--- config.mk ---
export PLATFORM = sky130hd
export DESIGN_NAME = fp_int_mul_serial
export DESIGN_NICKNAME = d
export VERILOG_FILES = /design/src/rtl/fpint_pkg.sv /design/src/rtl/fp16_norm_round.sv /design/src/rtl/fp_int_mul_serial.sv
export SDC_FILE = /design/constraint.sdc
export NUM_CORES = 1
export LEC_CHECK = 0
export CAP_MARGIN = 20
export CORE_ASPECT_RATIO = 0.9
export CORE_MARGIN = 2
export CORE_UTILIZATION = 55
export DETAILED_ROUTE_END_ITERATION = 8
export PLACE_DENSITY = 0.76
export SETUP_SLACK_MARGIN = 0.05
export SKIP_LAST_GASP = 1
export SLEW_MARGIN = 20
export SYNTH_ARGS = -nofsm -noshare
export SYNTH_HDL_FRONTEND = slang
export SYNTH_HIERARCHICAL = 1
export SYNTH_SLANG_ARGS = --single-unit
--- constraint.sdc ---
create_clock -name clk -period 10.94 [get_ports clk]
set_clock_uncertainty 0.05 [all_clocks]
set_input_delay 1.641 -clock clk [delete_from_list [all_inputs] [get_ports clk]]
set_output_delay 1.641 -clock clk [all_outputs]
set_load 0.1 [all_outputs]
--- src/rtl/fpint_pkg.sv ---
// Shared FP16 field constants and the FSM state type for the serial fp x int multiplier.
package fpint_pkg;

  localparam int EXP_W          = 5;
  localparam int FRAC_W         = 10;
  localparam int BIAS           = 15;
  localparam int EXP_MAX_FINITE = 30;

  localparam logic [14:0] SAT_MAG = 15'h7BFF;

  typedef enum logic [1:0] {
    IDLE = 2'd0,
    MUL  = 2'd1,
    NORM = 2'd2,
    DONE = 2'd3
  } state_t;

endpackage

--- src/rtl/fp16_norm_round.sv ---
// Combinational normalise + round-to-nearest-even of an unsigned fixed-point product into FP16.
module fp16_norm_round
  import fpint_pkg::*;
#(
  parameter int ACC_W = 14
) (
  input  logic [ACC_W-1:0]  acc,
  input  logic [EXP_W-1:0]  exp,
  input  logic              sign,
  input  logic              zero,
  output logic [15:0]       result
);

  localparam int PW = $clog2(ACC_W);
  // Two spare zero bits below the accumulator keep guard/sticky slices legal for the smallest ACC_W.
  localparam int NW = ACC_W + 2;

  logic [PW-1:0]     lead;
  logic [PW-1:0]     shift;
  logic [NW-1:0]     norm;
  logic [FRAC_W:0]   mant;
  logic              guard;
  logic              sticky;
  logic              round_up;
  logic [FRAC_W+1:0] sum;
  logic              carry;
  logic [FRAC_W-1:0] frac;
  logic [6:0]        exp_sum;

  always_comb begin
    lead = '0;
    for (int i = 0; i < ACC_W; i++) begin
      if (acc[i]) lead = PW'(i);
    end
  end

  assign shift    = PW'(ACC_W - 1) - lead;
  assign norm     = {acc, 2'b00} << shift;
  assign mant     = norm[NW-1 -: FRAC_W+1];
  assign guard    = norm[NW-FRAC_W-2];
  assign sticky   = |norm[NW-FRAC_W-3:0];
  assign round_up = guard & (sticky | mant[0]);
  assign sum      = {1'b0, mant} + {{(FRAC_W+1){1'b0}}, round_up};
  assign carry    = sum[FRAC_W+1];
  // On carry-out the rounded mantissa is exactly 2.0, so the shifted fraction is all zeros.
  assign frac     = carry ? sum[FRAC_W:1] : sum[FRAC_W-1:0];
  assign exp_sum  = 7'(exp) + 7'(lead) + 7'(carry) - 7'd10;

  always_comb begin
    result = 16'h0000;
    if (zero) begin
      result = 16'h0000;
    end else if ((exp_sum > 7'(EXP_MAX_FINITE)) || (exp == 5'd31)) begin
      result = {sign, SAT_MAG};
    end else begin
      result = {sign, exp_sum[EXP_W-1:0], frac};
    end
  end

endmodule

--- src/rtl/fp_int_mul_serial.sv ---
// Bit-serial FP16 x signed-integer multiplier: one magnitude bit per cycle, then a single normalise/round.
module fp_int_mul_serial
  import fpint_pkg::*;
#(
  parameter int INT_W = 4
) (
  input  logic             clk,
  input  logic             rst_n,
  input  logic             in_valid,
  output logic             in_ready,
  input  logic [15:0]      in_fp,
  input  logic [INT_W-1:0] in_int,
  output logic             out_valid,
  input  logic             out_ready,
  output logic [15:0]      out_fp
);

  localparam int ACC_W = INT_W + 10;
  localparam int CW    = $clog2(INT_W);

  state_t           state_reg;
  state_t           state_next;
  logic             sign_reg;
  logic [EXP_W-1:0] exp_reg;
  logic [FRAC_W:0]  mant_reg;
  logic [INT_W-1:0] mag_reg;
  logic [ACC_W-1:0] acc_reg;
  logic [CW-1:0]    cnt_reg;
  logic             zero_reg;
  logic [15:0]      out_fp_reg;

  logic [INT_W-1:0] mag_next;
  logic             mul_last;
  logic [15:0]      norm_result;

  // Two's-complement negate; the most negative value maps to 2^(INT_W-1) as an unsigned magnitude.
  assign mag_next = in_int[INT_W-1] ? (~in_int + INT_W'(1)) : in_int;
  assign mul_last = (cnt_reg == CW'(INT_W - 1));
  assign out_fp   = out_fp_reg;

  always_ff @(posedge clk or negedge rst_n) begin
    if (!rst_n) begin
      state_reg <= IDLE;
    end else begin
      state_reg <= state_next;
    end
  end

  always_comb begin
    state_next = state_reg;
    in_ready   = 1'b0;
    out_valid  = 1'b0;
    case (state_reg)
      IDLE: begin
        in_ready = 1'b1;
        if (in_valid) state_next = MUL;
      end
      MUL: begin
        if (mul_last) state_next = NORM;
      end
      NORM: begin
        state_next = DONE;
      end
      DONE: begin
        out_valid = 1'b1;
        if (out_ready) state_next = IDLE;
      end
      default: state_next = IDLE;
    endcase
  end

  always_ff @(posedge clk or negedge rst_n) begin
    if (!rst_n) begin
      sign_reg   <= 1'b0;
      exp_reg    <= '0;
      mant_reg   <= '0;
      mag_reg    <= '0;
      acc_reg    <= '0;
      cnt_reg    <= '0;
      zero_reg   <= 1'b0;
      out_fp_reg <= 16'h0000;
    end else begin
      case (state_reg)
        IDLE: begin
          if (in_valid) begin
            sign_reg <= in_fp[15] ^ in_int[INT_W-1];
            exp_reg  <= in_fp[14:10];
            mant_reg <= {1'b1, in_fp[FRAC_W-1:0]};
            mag_reg  <= mag_next;
            acc_reg  <= '0;
            cnt_reg  <= '0;
            zero_reg <= (in_fp[14:10] == 5'd0) || (in_int == '0);
          end
        end
        MUL: begin
          if (mag_reg[cnt_reg]) begin
            acc_reg <= acc_reg + (ACC_W'(mant_reg) << cnt_reg);
          end
          cnt_reg <= cnt_reg + CW'(1);
        end
        NORM: begin
          out_fp_reg <= norm_result;
        end
        default: ;
      endcase
    end
  end

  fp16_norm_round #(
    .ACC_W (ACC_W)
  ) u_norm (
    .acc    (acc_reg),
    .exp    (exp_reg),
    .sign   (sign_reg),
    .zero   (zero_reg),
    .result (norm_result)
  );

endmodule

## After elaboration in Yosys (flattened, before gate mapping)

Index checks and enable logic that the tools add are counted.

- Register bits after elaboration: 56
- Input bits: 24
- Output and inout bits: 18
- Logic and storage cells: 75

- Add/sub/neg operators: 8
- Magnitude comparators: 2
- Equality and inequality tests: 9
- Shift operators: 2
- Muxes and demuxes: 30
- Bitwise operators: 4
- Reductions and logical operators: 11

Operators by type and width:

| kind | number |
|---|---|
| 2-to-1 mux 14 bit | 2 |
| 2-to-1 mux 4 bit | 7 |
| case mux 14 bit (2 select lines) | 1 |
| 2-to-1 mux 16 bit | 1 |
| << shifter 16 x 4 -> 16 bit | 1 |
| 2-to-1 mux 15 bit | 1 |
| adder 14 bit | 1 |
| << shifter 11 x 2 -> 14 bit | 1 |
| adder 11 x 1 -> 12 bit | 1 |
| 2-to-1 mux 2 bit | 6 |
| 2-to-1 mux 3 bit | 4 |
| 2-to-1 mux 10 bit | 1 |
| inequality test 2 bit (second input constant) | 4 |
| case mux 2 bit (4 select lines) | 1 |
| adder 7 x 1 -> 7 bit | 1 |
| greater-than comparator 7 x 5 -> 1 bit (second input constant) | 1 |
| subtractor 7 x 4 -> 7 bit (second input constant) | 1 |
| adder 5 x 4 -> 6 bit | 1 |
| == test 2 bit (second input constant) | 3 |
| AND reduction 3 bit | 2 |
| == test 5 bit (second input constant) | 1 |
| logical NOT 5 bit | 1 |
| adder 4 x 1 -> 4 bit (second input constant) | 1 |
| logical NOT 4 bit | 1 |
| 16 further kinds | 21 |

## Longest topological paths before layout

Gate-level depths: netlist of run 1.

- Word-level depth: 25
- Gate-level depth with buffers: 29
- Depth with buffers taken out: 26

## Modules after synthesis

Netlist of run 1, hierarchy kept.

By module, submodules not included:

| module | instances | cells each | area an instance (sq um) | seq. area each (sq um) |
|---|---|---|---|---|
| fp_int_mul_serial | 1 | 285 | 3156.8 | 1401.3 |
| fp16_norm_round | 1 | 265 | 1825.5 | 0.0 |

## Worst setup path before layout of run 1

No wires, ideal clock.

- Path kind: register -> register
- Start point: register acc_reg[9]
- End point: register out_fp_reg[7], in the netlist out_fp[7]
- Arrival: 5.410 ns
- Data required time: 10.765 ns
- Slack: 5.354 ns
- Stages on the path, launching flop included: 28
- Period minus slack after synthesis: 5.586 ns
- Cell sequence: dfrtp_1 buf_4 or2_1 a211o_1 nor2_2 clkbuf_8 buf_2 ha_1 inv_1 nor2_1 a221oi_1 a211oi_2 and3_1 buf_2 nand2_1 fa_1 inv_1 ha_1 fa_1 a21oi_1 o21bai_1 o21ai_0 o311a_2 o211ai_1 a41oi_1 a311oi_1 o21bai_1 mux2_2

- Word-level cells in the longest chain between the ends: 17

Ends and longest elaborated chain:

| item | line | RTL |
|---|---|---|
| start, declared | fp_int_mul_serial.sv:27 | `logic [ACC_W-1:0] acc_reg;` |
| start signal, assigned | fp_int_mul_serial.sv:97 | `acc_reg <= acc_reg + (ACC_W'(mant_reg) << cnt_reg);` |
| 2-to-1 mux 4 bit (5 in a row) | fp16_norm_round.sv:33 | `if (acc[i]) lead = PW'(i);` |
| subtractor 4 bit | fp16_norm_round.sv:37 | `assign shift = PW'(ACC_W - 1) - lead;` |
| << shifter 16 x 4 -> 16 bit | fp16_norm_round.sv:38 | `assign norm = {acc, 2'b00} << shift;` |
| OR reduction 4 bit | fp16_norm_round.sv:41 | `assign sticky = \|norm[NW-FRAC_W-3:0];` |
| OR 1 bit | fp16_norm_round.sv:42 | `assign round_up = guard & (sticky \| mant[0]);` |
| AND 1 bit | fp16_norm_round.sv:42 |  |
| adder 11 x 1 -> 12 bit | fp16_norm_round.sv:43 | `assign sum = {1'b0, mant} + {{(FRAC_W+1){1'b0}}, round_up};` |
| adder 7 x 1 -> 7 bit | fp16_norm_round.sv:47 | `assign exp_sum = 7'(exp) + 7'(lead) + 7'(carry) - 7'd10;` |
| subtractor 7 x 4 -> 7 bit | fp16_norm_round.sv:47 |  |
| greater-than comparator 7 x 5 -> 1 bit | fp16_norm_round.sv:53 | `end else if ((exp_sum > 7'(EXP_MAX_FINITE)) \|\| (exp == 5'd31)) begin` |
| logical OR 1 bit | fp16_norm_round.sv:53 |  |
| 2-to-1 mux 15 bit (*) | fp16_norm_round.sv:53 |  |
| 2-to-1 mux 16 bit (*) | fp16_norm_round.sv:51 | `if (zero) begin` |
| net norm_result[7] | fp_int_mul_serial.sv:34 | `logic [15:0] norm_result;` |
| end signal, assigned | fp_int_mul_serial.sv:102 | `out_fp_reg <= norm_result;` |
| end, declared | fp_int_mul_serial.sv:30 | `logic [15:0] out_fp_reg;` |

Mark *: on every way through the listed nets, which the timed path passes. The rest lies on a longest branch.
A chain may end at the register's enable or synchronous reset.

## Worst setup path in the final report of run 1

Same ends and word-level chain as after synthesis.

==> results of run 1 <==
## logic make-up after synthesis
kind of cell	Yosys count	synth area share
xor+xnor	19	0.0334
fa+ha+maj	33	0.0874
flops	56	0.281
buf+inv	64	0.0676
mux	52	0.123
simple gates	166	0.177
compound gates	160	0.231
## cells in the mapped netlist, types with 8 or more instances
library cell  instances
mux2i_1              15
a21oi_1              36
nand2_1              57
inv_1                34
xor2_1                8
nor3_1                8
clkbuf_1             10
xnor2_1              11
o21ai_0              30
ha_1                 30
dfrtp_1              56
nand2b_1             11
a211oi_1              9
o211ai_1             11
nand3_1               9
nor2_1               32
o21ai_1               8
mux2_2               33
nor2b_1              10
## area by class of cell
type,instances,share of cell area
inverters,36,0.0273
clock buffers,6,0.0133
multi-input cells,430,0.595
clock inverters,2,0.00298
well taps,119,0.0273
flip-flops and latches,56,0.257
repair buffers,43,0.0771
## worst paths after layout
kind | from | endpoint | slack [ns]
setup reg to reg | acc_reg[9] | out_fp[7] | 4.28
min in group asynchronous | rst_n | mant_reg[9] | 1.40
max in group asynchronous | rst_n | out_fp[12] | 8.96
hold / removal | mag_reg[0] | mag_reg[0] | 0.43
hold reg to reg | mag_reg[0] | mag_reg[0] | 0.43
setup / recovery | acc_reg[9] | out_fp[7] | 4.28
## layer usage
| layer | up-vias | routed length, um | share of wire | GRT usage |
|---|---|---|---|---|
| met5 | - | 0 | 0 | 0 |
| met4 | 0 | 92 | 0.0080 | 0.0428 |
| met3 | 15 | 551 | 0.048 | 0.0340 |
| met2 | 122 | 5360 | 0.47 | 0.411 |
| met1 | 2034 | 5490 | 0.48 | 0.349 |
| li1 | 2068 | - | - | - |
## through the flow
step / area [um2] / setup slack [ns]
2_1_floorplan: 4980 / 5.35
3_3_place_gp: 5360 / 4.72
3_5_place_dp: 5360 / 4.46
4_1_cts: 5450 / 4.43
5_1_grt: 5450 / 3.75
6_report: 5450 / 4.28
## worst register-to-register path, cell delays in order, from the launching register on
cell,delay (ns)
dfrtp_1,0.52
or2_1,0.31
a211o_1,0.31
nor2_2,0.65
ha_1,0.52
inv_1,0.26
nand3_1,0.20
a211oi_1,0.31
nor4_2,0.10
a211oi_2,0.38
and3_1,0.33
nand2_1,0.10
fa_1,0.39
inv_1,0.06
ha_1,0.20
a21o_1,0.15
a21oi_1,0.10
xnor2_1,0.17
o311ai_1,0.81
nor2_1,0.11
a311oi_1,0.28
o21bai_1,0.14
mux2_2,0.16
==> out/qor.yml, run 1 <==
status:
  outcome: "finished clean"
global_routing:
  overflow: 0
  grt_pass1_wl_mm: 20.2
  track_usage: 0.247
  grt_max_degree: 57
  grt_pass1_vias: 4158
  antenna_found_initial: 0
logic_synthesis:
  netlist_instances: 550
  synth_top_cell_area_share: 0.281
  async_reset_ff_frac: 1.00
  yosys.area.top_type: "dfrtp_1"
  synth-edff-count: 0
  ys_types: 93
  syn_area_mm2: 0.00498
  syn-num-nets: 607
  ys_top_cells_by_area: "dfrtp_1 28%, ha_1 7.5%, mux2_2 7.5%"
  yosys_warnings: 6
  synth_area_per_cell_um2: 9.06
  yosys_register_bits: 56
  synth_flop_cell: "dfrtp_1"
  yosysSeqAreaShare: 0.281
setup_path:
  critPathMaxStageDelay_ns: 0.81
  crit_arrival_ns: 6.87
  critical-path-top-delay-family: "compound AO/OA/AOI/OAI gates"
  cpMaxStageDelayCell: "o311ai_1"
  r2r_cells: 22
  path_cells: "or2_1 -> a211o_1 -> nor2_2 -> ha_1 -> inv_1 -> nand3_1 -> a211oi_1 -> nor4_2 -> a211oi_2 -> and3_1 -> nand2_1 -> fa_1 -> inv_1 -> ha_1 -> a21o_1 -> a21oi_1 -> xnor2_1 -> o311ai_1 -> nor2_1 -> a311oi_1 -> o21bai_1 -> mux2_2"
  path_class: "reg2reg"
  end_kind: "flop"
  required_ns: 11.15
  critPathBufInv: 2
  crit_path_start_kind: "flop"
  cp_max_fo: 22
  path_depth: 22
floorplan:
  initial_core_util: 0.573
  rows: 32
  die_y_um: 94.3
  dieArea_mm2: 0.00984
  die_w_um: 104
  core_mm2: 0.00869
  ios: 42
final_layout:
  nets: 629
  layout_common_cells: "57 x nand2_1, 56 x dfrtp_1, 40 x clkdlybuf4s50_1"
  multi_input_area_mm2: 0.00324
  antennaDiodeCount: 0
  largest_reg_flops: 16
  final_common_cell: "nand2_1"
  area_growth_syn_to_layout_pct: 9.44
  ff_latch_area_mm2: 0.00140
  finalNonFillerCells: 692
  drive_gt1_frac: 0.148
  n_fill_cell: 759
  postLayoutCoreUtil: 0.628
routing:
  wl_per_cell_um: 16.6
  drt_iter0_drc: 288
  drt_pass1_iterations: 5
  ant_nets: 0
  remaining_drc_errors: 0
  routed_via_density: 6.13
  wirelength_mm: 11.5
  via_count: 4239
timing:
  rsz0062_at_grt: "false"
  post-route-period-util: 0.609
  slew-limit-headroom: 0.341
  fin_crit_ns: 6.66
  setup_viol: 0
  drv_slew: 0
  holdWs_ns: 0.433
  fmax_mhz: 150
  tightest_slew_ns: 0.985
  hold_violations: 0
  fin_setup_tns_ns: 0
job:
  cap_violations: 0
cts:
  numCtsBuffers: 5
  htreeDepth: 2
  post_cts.repair.setup_buffers: 0
  cts_tree: "done"
  clkTransAtPathRegs_ns: 0.11
  cts_resized: 0
  clock_path_buffers: 2
  cts-root-buf: "clkbuf_8"
  clock-sinks: 56
  insertion_delay_ns: 0.31
  cts_hold_buf: 0
placement:
  portBuffers: 41
  dpl.cell_count: 684
  routabilityCongestion: 0.899
  hpwl_mm: 8.77
hold_path:
  hold_path.class: "reg2reg"
  hold_depth: 2
Power of run 1 is left out: the tool's default activity adds up to more than one toggle a clock period on the data nets, which glitch-free logic cannot reach.
==> run 2: changes to the inputs <==
==> constraint.sdc (replaced) <==
create_clock -name clk -period 6.8 [get_ports clk]
set_clock_uncertainty 0.05 [all_clocks]
set_input_delay 1.02 -clock clk [delete_from_list [all_inputs] [get_ports clk]]
set_output_delay 1.02 -clock clk [all_outputs]
set_load 0.1 [all_outputs]
==> run 2 against run 1 <==
  * First-iteration DRC count rose by 20%
  * Worst hold slack hardly changed
  * Via count decreased by 1.1%
  * Setup slack worse by 3.7 ns
==> out/qor.yml, run 2 (same netlist as run 1, synthesis figures left out) <==
setup_path:
  cp_max_fo: 13  # -41%
  required_ns: 6.95  # -4.20 ns
  end_kind: "flop"
  crit_arrival_ns: 6.35  # -0.52 ns
  critPathMaxStageDelay_ns: 0.51  # -0.30 ns
  cpMaxStageDelayCell: "dfrtp_1"
  crit_path_start_kind: "flop"
  path_class: "reg2reg"
floorplan:
  die_y_um: 94.3  # unchanged
  ios: 42  # unchanged
  core_mm2: 0.00869  # unchanged
  rows: 32  # unchanged
  dieArea_mm2: 0.00984  # unchanged
  initial_core_util: 0.573  # unchanged
  die_w_um: 104  # unchanged
timing:
  drv_slew: 0  # unchanged
  setup_viol: 0  # unchanged
  tightest_slew_ns: 0.999  # +0.0137 ns
  fmax_mhz: 161  # +7.4%
  rsz0062_at_grt: "false"
  post-route-period-util: 0.912  # +0.303
  hold_violations: 0  # unchanged
  fin_setup_tns_ns: 0  # unchanged
  slew-limit-headroom: 0.332  # -0.00915
  fin_crit_ns: 6.20  # -0.461 ns
  holdWs_ns: 0.432  # -0.000238 ns
final_layout:
  fin_area_mm2: 0.00547  # +0.32%
  area_growth_syn_to_layout_pct: 9.79
  layout_common_cells: "57 x nand2_1, 56 x dfrtp_1, 40 x clkdlybuf4s50_1"
  nets: 630  # +0.16%
  final_common_cell: "nand2_1"
  postLayoutCoreUtil: 0.630  # +0.00202
  drive_gt1_frac: 0.153  # +0.00497
  antennaDiodeCount: 0  # unchanged
  n_fill_cell: 747  # -1.6%
  largest_reg_flops: 16  # unchanged
routing:
  ant_nets: 0  # unchanged
  wirelength_mm: 11.3  # -1.5%
  via_count: 4191  # -1.1%
  remaining_drc_errors: 0  # unchanged
  drt_iter0_drc: 346  # +20%
  drt_pass1_iterations: 5  # unchanged
  wl_per_cell_um: 16.3  # -1.6%
  routed_via_density: 6.05  # -1.3%
cts:
  clock_path_buffers: 2  # unchanged
  cts-root-buf: "clkbuf_8"
  cts_tree: "done"
  post_cts.repair.setup_buffers: 0  # unchanged
  insertion_delay_ns: 0.32  # about the same
  cts_hold_buf: 0  # unchanged
  htreeDepth: 2  # unchanged
  numCtsBuffers: 5  # unchanged
  clock-sinks: 56  # unchanged
  clkTransAtPathRegs_ns: 0.11  # about the same
placement:
  dpl_cell_area_mm2: 0.00537  # +0.14%
  hpwl_mm: 8.66  # -1.2%
  routabilityCongestion: 0.875  # -2.7%
  portBuffers: 41  # unchanged
global_routing:
  grt_pass1_vias: 4005  # -3.7%
  grt_pass1_wl_mm: 19.2  # -4.5%
  track_usage: 0.239  # -0.00813
  antenna_found_initial: 0  # unchanged
  overflow: 0  # unchanged
  grt_max_degree: 57  # unchanged
hold_path:
  hold_path.class: "reg2reg"
job:
  cap_violations: 0  # unchanged
status:
  outcome: "finished clean"
[run 2: final timing paths]
kind / start / end / slack [ns] / cells past startpoint
max reg2reg: acc_reg[9] / out_fp[7] / 0.60 / 25
max: acc_reg[9] / out_fp[7] / 0.60 / 25
max in group asynchronous: rst_n / out_fp[1] / 5.44 / 2
min reg2reg: sign_reg / sign_reg / 0.43 / 2
min: sign_reg / sign_reg / 0.43 / 2
min in group asynchronous: rst_n / mant_reg[8] / 0.76 / 2
[run 2: metal layers]
metal	GRT usage	routed length [um]	up-vias
li1	-	-	2059
met1	0.334	5250	2004
met2	0.399	5400	119
met3	0.0340	587	9
met4	0.0484	78	0
met5	0	0	-
[run 2: layout make-up]
class,instances,area [um2],share of cell area
clock buffer,5,68.8,0.0126
clock inverter,3,22.5,0.00412
inverter,36,149,0.0272
multi-input combinational,430,3250,0.594
sequential,56,1400,0.256
tap,119,149,0.0272
timing repair buffer,44,428,0.0782
[run 2: critical path, delay by kind of cell, from the launching register on]
family | cells | cell delay [ns]
fa+ha+maj | 4 | 1.27
flops | 1 | 0.51
buf+inv | 2 | 0.33
simple gates | 7 | 1.39
mux | 1 | 0.26
compound gates | 11 | 2.28
[run 2: per-stage QoR]
| step | worst slack (ns) | instances |
|---|---|---|
| finish | 0.599 | 693 |
| global route | 0.0520 | 693 |
| CTS | 0.560 | 693 |
| detailed placement | 0.605 | 685 |
| global placement | 0.960 | 685 |
| floorplan | 1.21 | 550 |
[run 2: repair_timing]
action	CTS	global route
endpoints found under the setup margin	0	1
resized for setup	0	1
hold endpoints to repair	0	0
Power of run 2 is left out for the same reason.
==> run 3: changes to the inputs <==
--- a/config.mk
+++ b/config.mk
@@ -5,7 +5,7 @@
 export SDC_FILE = /design/constraint.sdc
 export NUM_CORES = 1
 export LEC_CHECK = 0
-export CAP_MARGIN = 20
+export CAP_MARGIN = 15
 export CORE_ASPECT_RATIO = 0.9
 export CORE_MARGIN = 2
 export CORE_UTILIZATION = 55
==> results of run 3 <==
The final DEF is identical to that of run 2; final timing and power are the same.
Power of run 3 is left out for the same reason.
